<file path="src/rtl/vic_clken_gen.sv">
// vic_clken_gen: fractional-accumulator clock-enable and reset sequencer for the VIC-20 core.
// Generates CPU/VIA phase enables, VIA sub-enables, glitch-free turbo switching and a stretched reset.
module vic_clken_gen #(
    parameter int CLK_HZ       = 25000000,
    parameter int BASE_HZ      = 1000000,
    parameter int SUB_DIV      = 4,
    parameter int MAX_TURBO    = 2,
    parameter int TURBO_W      = 2,
    parameter int RESET_CYCLES = 65535
) (
    input  logic               clk25,
    input  logic               reset_n,
    input  logic [TURBO_W-1:0] turbo,
    input  logic               hold,
    input  logic               btn_reset_n,
    output logic               cpu_clken,
    output logic               cpu_clken_d1,
    output logic               via_clken,
    output logic               sub_clken,
    output logic               sys_reset_n,
    output logic [TURBO_W-1:0] turbo_active
);
    localparam longint INC_BASE = longint'(BASE_HZ) * longint'(SUB_DIV);
    localparam longint INC_MAX  = INC_BASE << MAX_TURBO;
    localparam int     ACC_W    = $clog2(longint'(CLK_HZ) + INC_MAX) + 1;
    localparam int     SUB_W    = (SUB_DIV > 2) ? $clog2(SUB_DIV) : 1;
    localparam int     RST_W    = (RESET_CYCLES > 1) ? $clog2(longint'(RESET_CYCLES) + 1) : 1;

    localparam logic [ACC_W-1:0]   CLK_V    = ACC_W'(CLK_HZ);
    localparam logic [ACC_W-1:0]   INC_V    = ACC_W'(INC_BASE);
    localparam logic [SUB_W-1:0]   SUB_LAST = SUB_W'(SUB_DIV - 1);
    localparam logic [RST_W-1:0]   RST_LAST = RST_W'(RESET_CYCLES);
    localparam logic [TURBO_W-1:0] TURBO_MX = TURBO_W'(MAX_TURBO);

    function automatic logic [TURBO_W-1:0] sat_turbo(input logic [TURBO_W-1:0] t);
        if (int'(t) > MAX_TURBO)
            return TURBO_MX;
        return t;
    endfunction

    logic [ACC_W-1:0] acc;
    logic [SUB_W-1:0] sub_cnt;
    logic [RST_W-1:0] rst_cnt;
    logic             btn_s1, btn_s2;

    logic [ACC_W-1:0] inc_p0;
    logic [ACC_W-1:0] sum_p0;
    logic             sub_tick_p0;
    logic             phase_tick_p0;

    // p0: accumulator step and tick decode for the current cycle
    always_comb begin
        inc_p0        = INC_V << turbo_active;
        sum_p0        = acc + inc_p0;
        sub_tick_p0   = (sum_p0 >= CLK_V);
        phase_tick_p0 = sub_tick_p0 && (sub_cnt == '0);
    end

    // p1: registered enables; turbo only changes on a phase boundary so no phase is ever shortened
    always_ff @(posedge clk25 or negedge reset_n) begin
        if (!reset_n) begin
            acc          <= '0;
            sub_cnt      <= '0;
            turbo_active <= '0;
            sub_clken    <= 1'b0;
            cpu_clken    <= 1'b0;
            cpu_clken_d1 <= 1'b0;
        end else begin
            acc          <= sub_tick_p0 ? (sum_p0 - CLK_V) : sum_p0;
            sub_clken    <= sub_tick_p0;
            cpu_clken    <= phase_tick_p0 && !hold;
            cpu_clken_d1 <= cpu_clken;
            if (sub_tick_p0)
                sub_cnt <= (sub_cnt == SUB_LAST) ? '0 : sub_cnt + SUB_W'(1);
            if (phase_tick_p0)
                turbo_active <= sat_turbo(turbo);
        end
    end

    assign via_clken = cpu_clken;

    // Reset stretcher: counts delivered phases, restarts whenever the synchronised button is low
    always_ff @(posedge clk25 or negedge reset_n) begin
        if (!reset_n) begin
            btn_s1      <= 1'b0;
            btn_s2      <= 1'b0;
            rst_cnt     <= '0;
            sys_reset_n <= 1'b0;
        end else begin
            btn_s1 <= btn_reset_n;
            btn_s2 <= btn_s1;
            if (!btn_s2) begin
                rst_cnt     <= '0;
                sys_reset_n <= 1'b0;
            end else begin
                if (phase_tick_p0 && !hold && (rst_cnt < RST_LAST))
                    rst_cnt <= rst_cnt + RST_W'(1);
                sys_reset_n <= (rst_cnt == RST_LAST);
            end
        end
    end
endmodule

</file>
<file path="config.mk">
export PLATFORM = sky130hd
export DESIGN_NAME = vic_clken_gen
export DESIGN_NICKNAME = d
export VERILOG_FILES = /design/src/rtl/vic_clken_gen.sv
export SDC_FILE = /design/constraint.sdc
export NUM_CORES = 1
export LEC_CHECK = 0
export CELL_PAD_IN_SITES_DETAIL_PLACEMENT = 1
export CELL_PAD_IN_SITES_GLOBAL_PLACEMENT = 2
export CORE_MARGIN = 5
export CORE_UTILIZATION = 25
export DETAILED_ROUTE_END_ITERATION = 7
export DONT_BUFFER_PORTS = 1
export HOLD_SLACK_MARGIN = 0.15
export PLACE_DENSITY_LB_ADDON = 0.08
export SYNTH_ARGS = -nofsm -noshare
export SYNTH_HDL_FRONTEND = slang
export SYNTH_SLANG_ARGS = --single-unit
</file>
<file path="constraint.sdc">
create_clock -name clk25 -period 3.95 [get_ports clk25]
set_input_delay 0.5925 -clock clk25 [delete_from_list [all_inputs] [get_ports clk25]]
set_output_delay 0.5925 -clock clk25 [all_outputs]
set_load 0.05 [all_outputs]
</file>
### After elaboration in Yosys (flattened, before gate mapping)

Cells that the tools add are included.

| storage, ports and cells | value |
|---|---|
| register bits after elaboration | 53 |
| bits of input ports | 6 |
| output and inout bits | 7 |
| logic and storage cells | 35 |

| cells by class | value |
|---|---|
| add/subtract/negate cells | 4 |
| $lt $le $gt $ge | 3 |
| equality and inequality tests | 3 |
| shift-type cells | 1 |
| multiplexer cells | 9 |
| reductions and logical operators | 5 |

Operators by type and width:

| operator | count |
|---|---|
| 2-to-1 mux 16 bit | 2 |
| adder 27 bit | 1 |
| greater-or-equal comparator 27 x 25 -> 1 bit (second input constant) | 1 |
| 2-to-1 mux 27 bit | 1 |
| left shift 22 x 2 -> 27 bit (first input constant) | 1 |
| subtractor 27 x 25 -> 27 bit (second input constant) | 1 |
| adder 16 x 1 -> 16 bit (second input constant) | 1 |
| equality test 16 bit (second input constant) | 1 |
| < comparator 16 bit (second input constant) | 1 |
| 2-to-1 mux 2 bit | 3 |
| logical AND 1 bit | 3 |
| 2-to-1 mux 1 bit | 3 |
| adder 2 x 1 -> 2 bit (second input constant) | 1 |
| equality test 2 bit (second input constant) | 1 |
| greater-than comparator 2 bit (second input constant) | 1 |
| logical NOT 2 bit | 1 |
| != test 2 x 1 -> 1 bit (second input constant) | 1 |
| logical NOT 1 bit | 1 |

### Longest topological paths before layout

Gate-level depths: netlist (run 1).

| depth | value |
|---|---|
| depth after elaboration | 8 |
| gate-level depth with buffers | 18 |

### Worst setup path before layout (run 1)

OpenSTA, ideal clock, no wires.

| timing path | value |
|---|---|
| kind | reg-to-reg |
| from | reg turbo_active[1] |
| to | reg rst_cnt[7] |
| arrival | 3.919 ns |
| required time | 3.831 ns |
| setup slack | -0.087 ns |
| cell stages (with the launch flop) | 17 |
| cells stage by stage | dfrtp_1 > inv_1 > ha_1 > buf_2 > xor2_1 > ha_1 > a21o_1 > a221oi_2 > o311ai_0 > a32oi_1 > nand4_1 > a2111oi_4 > o211a_4 > o21ai_2 > buf_4 > o31a_1 > o21a_1 |

| on the way | value |
|---|---|
| longest elaborated chain between the ends | 7 |

Ends and longest elaborated chain:

| what | RTL line | text |
|---|---|---|
| start, declared | 21 | `output logic [TURBO_W-1:0] turbo_active` |
| start signal, assigned | 76 | `turbo_active <= sat_turbo(turbo);` |
| left shift 22 x 2 -> 27 bit | 53 | `inc_p0 = INC_V << turbo_active;` |
| adder 27 bit | 54 | `sum_p0 = acc + inc_p0;` |
| greater-or-equal comparator 27 x 25 -> 1 bit | 55 | `sub_tick_p0 = (sum_p0 >= CLK_V);` |
| logical AND 1 bit | 56 | `phase_tick_p0 = sub_tick_p0 && (sub_cnt == '0);` |
| logical AND 1 bit (2 in a row) | 96 | `if (phase_tick_p0 && !hold && (rst_cnt < RST_LAST))` |
| != test 2 x 1 -> 1 bit (no source line) | - |  |
| end signal, assigned | 97 | `rst_cnt <= rst_cnt + RST_W'(1);` |
| end, declared | 43 | `logic [RST_W-1:0] rst_cnt;` |

No other way between the ends.
A chain may end at the register's enable or synchronous reset.

### Final worst setup path (run 1)

| timing path | value |
|---|---|
| from | reg turbo_active[0] |
| to | reg rst_cnt[13] |

The elaborated chain is that of the path after synthesis.

==> reports/metrics.cfg, run 1 <==
[outcome]
status = finished, final reports clean

[logic_synthesis]
ys_ff_latch = 47
synthMuxAreaShare_pct = 1.72
synth-edff-count = 0
yosysSeqAreaShare_pct = 32.3
synthTopCellsByArea = dfrtp_1, ha_1, xnor2_1
synth_cells = 406
synthDistinctLibCells = 70
synth_simple_gate_area_share_pct = 23.8
yosys-top-cells-count = dfrtp_1, nand2_1, ha_1, xnor2_1
syn-num-nets = 435
synth_top_family_by_area = simple AND/OR/NAND/NOR gates
syn_area_per_cell_um2 = 8.97
syn-cell-area_mm2 = 0.00364
synth_compound_area_share_pct = 21.4
async_flop_share_pct = 100
synth-adder-area-share_pct = 7.90
yosysTopAreaCellShare_pct = 32.3
synth_ff_type = dfrtp_1
yosysMostFrequentCell = dfrtp_1
ys_warn_count = 0
yosys.area.top_type = dfrtp_1
synth-xor-area-share_pct = 9.07

[place]
place.detailed.hpwl_um = 8910
dpl-instance-area_mm2 = 0.00424
portBuffers = 0
gp_congestion = 0.794

[cts]
cts_tree = yes
cts.htree.levels = 2
clock_latency_ns = 0.29
cts_inserted_buffers = 5
cts.sinks = 47
clock-root-buffer = clkbuf_16
clk_pin_slew_ns = 0.06
cts_buffer_depth = 2

[sta]
finClkSkew_ns = 0.00346
drv_slew = 0
max_freq_mhz = 264
maxSlewHeadroom_pct = 39.5
finalCriticalPeriod_ns = 3.78
holdWs_ns = 0.146
setup_viol = 0
hold_violations = 0
min_period_over_period_pct = 95.8
setup_tns_ns = 0
worst_pin_slew_ns = 0.907
rsz0062_at_grt = true

[floorplan]
dieArea_mm2 = 0.0171
initial_core_util_pct = 25.3
fp.dieH_um = 131
rows = 44
io_pins = 13
dieWidth_um = 131
core_mm2 = 0.0144

[worst_setup_path]
timing.rr.start = turbo_active[0]
crit_chain = buf_6 > ha_4 > xor2_2 > ha_2 > a21o_1 > a221oi_4 > o311ai_2 > a32oi_2 > nand4_1 > a2111oi_4 > o211a_4 > o21ai_4 > or4_1 > a21boi_1
worstPathArrival_ns = 4.00
r2r_cells = 14
worstPathRequired_ns = 4.17
critical_path.max_fanout = 6
crit_type = flip-flop to flip-flop
startpoint_type = flip-flop
endpoint_kind = flip-flop
worst_r2r_endpoint = rst_cnt[13]
crit_slowest_cell = or4_1
r2r_slack_ns = 0.17
slowest_delay_ns = 0.53

[grt]
busiest_layer = met2
grtUsageMet1_pct = 19.2
grt_pass1_wl_um = 18300
antenna_found_initial = 0
track_usage_pct = 13.9
met3_usage_pct = 1.91
grt_max_degree = 48
grt_pass1_vias = 3337
gr-usage-met2_pct = 22.9
overflow = 0

[layout]
diodes = 0
drive_gt1_share_pct = 27.7
fin_area_mm2 = 0.00475
area_growth_pct = 30.4
final_net_count = 497

[detailed_routing]
via_count = 3210
drc = 0
wire_per_inst_um = 17.4
dr.pass1.iters = 4
drt_iter0_drc = 99
drtAntennaViolNets = 0
viasPerCell = 4.92
wl_um = 11300

[flow_run]
max_cap_viol_count = 0

[min_path]
hp-class = primary input to async pin

placed cells by master, fill, tap and decap left out, drive strengths merged, types with 4 or more instances in the layout:
master	netlist	routed
buf	8	70
dfrtp	47	47
nand2	46	46
xnor2	24	24
ha	23	23
a21oi	21	21
nor2	20	20
inv	17	17
o21ai	15	16
nand3	14	14
o21a	13	13
and2	12	12
xor2	12	12
nor4	12	12
or3	7	7
nor3	7	7
o31a	7	7
clkbuf	8	7
a21boi	6	6
and3	6	6
nor3b	5	5
a31oi	5	5
nand4b	4	4
a211oi	4	4
nand4	4	4
mux2i	4	4
worst max path at each step:
stage | start | endpoint
global placement | turbo_active[0] | rst_cnt[8]
detailed placement | turbo_active[0] | rst_cnt[9]
finish | turbo_active[0] | rst_cnt[13]
global route | turbo_active[0] | rst_cnt[13]
floorplan | turbo_active[1] | rst_cnt[7]
CTS | turbo_active[0] | rst_cnt[3]
area by class of cell:
type / instances / area [um^2]
sequential: 47 / 1180
tap: 184 / 230
clock buffer: 7 / 143
inverter: 17 / 63.8
multi-input combinational: 327 / 2560
clock inverter: 1 / 5.00
fill: 1688 / 9670
timing repair buffer: 70 / 569
metal layers:
metal  share of wire [%]  vias up
li1                    -     1603
met1                  50     1576
met2                  47       23
met3                 1.8        8
met4                 1.0        0
met5                   0        -
worst max-delay path: cells and delay by family (launching register included):
| family | cells | cell delay (ns) |
|---|---|---|
| buffers and inverters | 1 | 0.13 |
| AOI/OAI and AO/OA | 8 | 1.86 |
| DFF | 1 | 0.42 |
| and+or+nand+nor | 2 | 0.79 |
| adders and majority gates | 2 | 0.34 |
| xor gates and xnor gates | 1 | 0.17 |
registers in the layout (all words and copies together), names as in the netlist:
signal / count
acc: 21
rst_cnt: 16
sub_cnt: 2
turbo_active: 2
btn_s1: 1
btn_s2: 1
cpu_clken: 1
cpu_clken_d1: 1
sub_clken: 1
sys_reset_n: 1
per-stage QoR:
| step | setup slack (ns) | utilization [%] | cells |
|---|---|---|---|
| 2_1_floorplan | 0.114 | - | 406 |
| 3_3_place_gp | -0.124 | 29.4 | 633 |
| 3_5_place_dp | -0.104 | 29.4 | 633 |
| 4_1_cts | 0.00183 | 30.9 | 642 |
| 5_1_grt | -0.0665 | 32.9 | 653 |
| 6_report | 0.165 | 32.9 | 653 |
kinds of logic after synthesis:
family                   Yosys count
flip-flops                        47
AO/OA/AOI/OAI                    104
multiplexers                       6
AND/OR/NAND/NOR                  157
buffers and inverters             33
XOR/XNOR                          36
adder cells (fa/ha/maj)           23
timing repair:
item / CTS / global route
setup endpoints to repair: 11 / 39
buffers inserted: 0 / 9
hold endpoints to repair: 47 / 0
pin swaps: 2 / 27
hold buffers: 1 / 0
gates cloned: 0 / 2
resized for setup: 7 / 43
Power of run 1 is left out: the tool's default activity adds up to more than one toggle a clock period on the data nets, which glitch-free logic cannot reach.
==> inputs of run 2 (changes only) <==
Settings changed: CORE_UTILIZATION 25 to 40, CTS_CLUSTER_SIZE from default to 30, TNS_END_PERCENT from default to 30.
==> run 2 against run 1 <==
Sequential share of layout area grew 1.9 points. Critical path type unchanged. Global-route usage rose by 4.0 points. Flip-flop and latch count is the same. Final area down 7.2%. Die area shrank 35%. Maximum frequency decreased by 1.2%.
==> reports/metrics.cfg, run 2 (synthesis gave the netlist of run 1 again) <==
[sta]
setup_slack_ns = 0.120
worst_pin_slew_ns = 0.999
setup_viol = 0
max_freq_mhz = 261
maxSlewHeadroom_pct = 33.4
hold_violations = 0
finClkSkew_ns = 0.00900
finalCriticalPeriod_ns = 3.83
drv_slew = 0
min_period_over_period_pct = 97.0

[detailed_routing]
wire_per_inst_um = 18.7
drc = 0
via_count = 3197
drtAntennaViolNets = 0
wl_um = 10300
dr.pass1.iters = 4
drt_iter0_drc = 56
viasPerCell = 5.80

[grt]
grt_pass1_vias = 3207
grt_pass1_wl_um = 16200
antenna_found_initial = 0
track_usage_pct = 17.9
overflow = 0
grt_max_degree = 48

[worst_setup_path]
crit_slowest_cell = dfrtp_2
crit_chain = buf_4 > ha_1 > buf_4 > xnor2_2 > a2111oi_4 > or2_1 > or3_1 > a211o_1 > a2111oi_4 > o211a_4 > o21ai_4 > buf_12 > buf_4 > o31a_1 > o21a_1
r2r_cells = 15
worst_r2r_endpoint = rst_cnt[7]
r2r_slack_ns = 0.12
critical_path.max_fanout = 7
worstPathArrival_ns = 4.02
crit_family = compound AO/OA/AOI/OAI gates
startpoint = turbo_active[1]
path_buf_inv = 4
crit_type = flip-flop to flip-flop
path_common_cell = buf_4
slowest_delay_ns = 0.44
worstPathRequired_ns = 4.14
startpoint_type = flip-flop
timing.rr.start = turbo_active[1]
endpoint_kind = flip-flop

[cts]
cts_tree = yes
cts.htree.levels = 2
cts.sinks = 47
clk_pin_slew_ns = 0.09
cts_inserted_buffers = 5
clock_latency_ns = 0.29
cts_buffer_depth = 2
clock-root-buffer = clkbuf_8

[min_path]
hold_depth = 0
hp-class = primary input to flip-flop
min_from = btn_reset_n
min_to = btn_s1

[layout]
layout_common_cells = nand2_1, dfrtp_1, buf_4, xnor2_1, nor2_1
drive_gt1_share_pct = 22.8
largestRegisters = acc x21, rst_cnt x16
top_register = acc
area_growth_pct = 21.1
largest_reg_flops = 21
mostFrequentLayoutCell = nand2_1
diodes = 0
final_net_count = 471
nFillCells = 1028

[place]
gp_congestion = 0.831
place.detailed.hpwl_um = 7730
dp_slack_ns = -0.0670
portBuffers = 0

[outcome]
status = finished, final reports clean

[floorplan]
io_pins = 13
core_mm2 = 0.00881
rows = 34
initial_core_util_pct = 41.4
dieWidth_um = 105
fp.dieH_um = 105
dieArea_mm2 = 0.0111

[flow_run]
max_cap_viol_count = 0

[run 2: metrics by stage]
step / TNS [ns] / instance area [um^2] / utilization (%) / instances / hold WS [ns]
4_1_cts: 0 / 4080 / 46.3 / 540 / 0.306
2_1_floorplan: 0 / 3640 / - / 406 / 0.297
6_report: 0 / 4410 / 50.1 / 551 / 0.321
3_3_place_gp: 0 / 3950 / 44.8 / 529 / 0.298
3_5_place_dp: -0.167 / 3950 / 44.8 / 529 / 0.298
5_1_grt: -0.231 / 4410 / 50.1 / 551 / 0.290
[run 2: timing repair]
| item | in CTS | in global routing |
|---|---|---|
| pin swaps | 1 | 12 |
| gates cloned | 0 | 1 |
| gates resized for setup | 0 | 44 |
| endpoints found under the hold margin | 47 | 0 |
| hold buffers | 2 | 0 |
| endpoints found under the setup margin | 3 | 29 |
| setup buffers | 1 | 10 |
[run 2: area by class of cell]
type	count	area, um^2	area share [%]
clock buffer	7	76.3	1.73
clock inverter	1	5.00	0.114
inverter	17	66.3	1.50
multi-input combinational	326	2560	58.0
sequential	47	1180	26.7
tap	108	135	3.06
timing repair buffer	45	390	8.85
[run 2: routing by layer]
| metal | vias up | wire length [um] | track usage [%] | part of all wire, % |
|---|---|---|---|---|
| met5 | - | 0 | 0 | 0 |
| met2 | 22 | 5280 | 31.1 | 51 |
| met4 | 0 | 145 | 4.22 | 1.4 |
| li1 | 1554 | - | - | - |
| met3 | 12 | 175 | 2.38 | 1.7 |
| met1 | 1609 | 4710 | 23.5 | 46 |
[run 2: how the worst max path moves through the flow]
stage / to / slack [ns] / cells past startpoint
after CTS: rst_cnt[5] / 0.02 / 15
after floorplan: rst_cnt[7] / 0.11 / 16
after detailed placement: rst_cnt[11] / -0.07 / 15
after global routing: rst_cnt[12] / -0.06 / 17
after global placement: rst_cnt[13] / 0.06 / 15
final: rst_cnt[7] / 0.12 / 15
Power of run 2 is left out for the same reason.
==> inputs of run 3 (changes only) <==
Settings changed: CORE_UTILIZATION 40 to 35.
==> run 3 against run 2 <==
First-iteration DRC count is 88% higher. Core utilization is 7.2 points lower. Register-to-register slack better by 0.05 ns. Via count is 3.7% lower. Critical path type unchanged. Critical endpoint is now rst_cnt[5]. Largest cell class unchanged. Highest routed layer unchanged.
==> reports/metrics.cfg, run 3 (synthesis gave the netlist of run 1 again) <==
[outcome]
status = finished, final reports clean

[floorplan]
initial_core_util_pct = 35.6
fp.dieH_um = 112
dieArea_mm2 = 0.0125
dieWidth_um = 112
core_mm2 = 0.0102
io_pins = 13
rows = 37

[place]
place.detailed.hpwl_um = 7980
dp_slack_ns = -0.00121
dpl-instance-area_mm2 = 0.00398
portBuffers = 0
gp_congestion = 0.799

[worst_setup_path]
r2r_cells = 15
r2r_slack_ns = 0.17
timing.rr.start = turbo_active[0]
worstPathRequired_ns = 4.18
worstPathArrival_ns = 4.02
crit_end = rst_cnt[5]
endpoint_kind = flip-flop
worst_r2r_endpoint = rst_cnt[5]
crit_type = flip-flop to flip-flop
critical_path.max_fanout = 26
startpoint_type = flip-flop
startpoint = turbo_active[0]

[sta]
finalCriticalPeriod_ns = 3.78
min_period_over_period_pct = 95.8
maxSlewHeadroom_pct = 39.4
max_freq_mhz = 264
hold_violations = 0
worst_pin_slew_ns = 0.909
finClkSkew_ns = 0.00770
setup_viol = 0
setup_tns_ns = 0
drv_slew = 0
setup_slack_ns = 0.166

[detailed_routing]
wl_um = 10400
wire_per_inst_um = 18.1
drtAntennaViolNets = 0
wl_met3_um = 130
wl_met2_um = 5250
viasPerCell = 5.37
met1_length_um = 4880
drc = 0
top_layer = met4
drt_iter0_drc = 105
dr.pass1.iters = 4
via_count = 3078

[layout]
drive_gt1_share_pct = 22.0
mostFrequentLayoutCell = nand2_1
nFillCells = 1193
largest_reg_flops = 21
top_register = acc
largestRegisters = acc x21, rst_cnt x16
fin_area_mm2 = 0.00438
multi_input_area_mm2 = 0.00253
diodes = 0
register_area_mm2 = 0.00118
final_net_count = 465
area_growth_pct = 20.4
layout_common_cells = nand2_1, dfrtp_1, buf_4, xnor2_1, nor2_1

[cts]
clock-root-buffer = clkbuf_8
cts_inserted_buffers = 5
cts_buffer_depth = 2
clock_latency_ns = 0.30
cts.htree.levels = 2
clk_pin_slew_ns = 0.09
cts.sinks = 47
cts_tree = yes

[grt]
grt_max_degree = 48
overflow = 0
grt_pass1_vias = 3288
track_usage_pct = 16.6
grt_pass1_wl_um = 16800
antenna_found_initial = 0

[min_path]
hp-class = primary input to flip-flop

[flow_run]
max_cap_viol_count = 0

[run 3: changes by cell type in the layout (fill, tap and decap cells not counted), sizes merged]
cell	delta
buf	-5
bufinv	+1
clkbuf	-2
clkinv	-1
clkinvlp	+1
[run 3: routing by layer]
| layer | global-route usage [%] | up-vias |
|---|---|---|
| met5 | 0 | - |
| met4 | 4.09 | 0 |
| met3 | 1.62 | 9 |
| met2 | 29.4 | 18 |
| met1 | 21.7 | 1514 |
| li1 | - | 1537 |
[run 3: layout make-up]
cell class                      count  area share [%]
Timing Repair Buffer               39            7.56
Tap cell                          136            3.88
Multi-Input combinational cell    326            57.7
Sequential cell                    47            26.9
Clock inverter                      2           0.856
Clock buffer                        6            1.66
Inverter                           17            1.46
[run 3: how the worst min path moves through the flow]
| stage | slack (ns) | cells after the start | end | start |
|---|---|---|---|---|
| after global placement | 0.30 | 0 | btn_s1 | reset_n |
| after floorplan | 0.30 | 0 | acc[10] | reset_n |
| after CTS | 0.30 | 0 | btn_s1 | btn_reset_n |
| after detailed placement | 0.30 | 0 | rst_cnt[7] | reset_n |
| after global routing | 0.28 | 0 | btn_s1 | btn_reset_n |
| final | 0.31 | 0 | btn_s1 | btn_reset_n |
[run 3: stage by stage]
stage | util (%) | std cells | hold WS, ns
after detailed placement | 38.9 | 557 | 0.298
after CTS | 40.5 | 567 | 0.296
final | 42.9 | 573 | 0.309
after global routing | 42.9 | 573 | 0.282
after global placement | 38.9 | 557 | 0.298
after floorplan | - | 406 | 0.297
[run 3: critical path: stages (launching register included)]
cell and delay (ns):
dfrtp_2 0.41, inv_1 0.08, ha_2 0.20, ha_2 0.19, ha_1 0.20, a21o_1 0.21
a221oi_4 0.35, o311ai_2 0.15, a32oi_2 0.25, nand4_1 0.18, a2111oi_4 0.36, o211a_4 0.24
o21ai_2 0.07, buf_12 0.18, or4_1 0.48, a21boi_1 0.15
[run 3: repair_timing]
item | 4_1_cts | 5_1_grt
resized for setup | 2 | 35
endpoints found under the hold margin | 47 | 0
hold buffers | 2 | 0
setup endpoints to repair | 3 | 19
setup buffers | 0 | 6
pin swaps | 0 | 16
Power of run 3 is left out for the same reason.
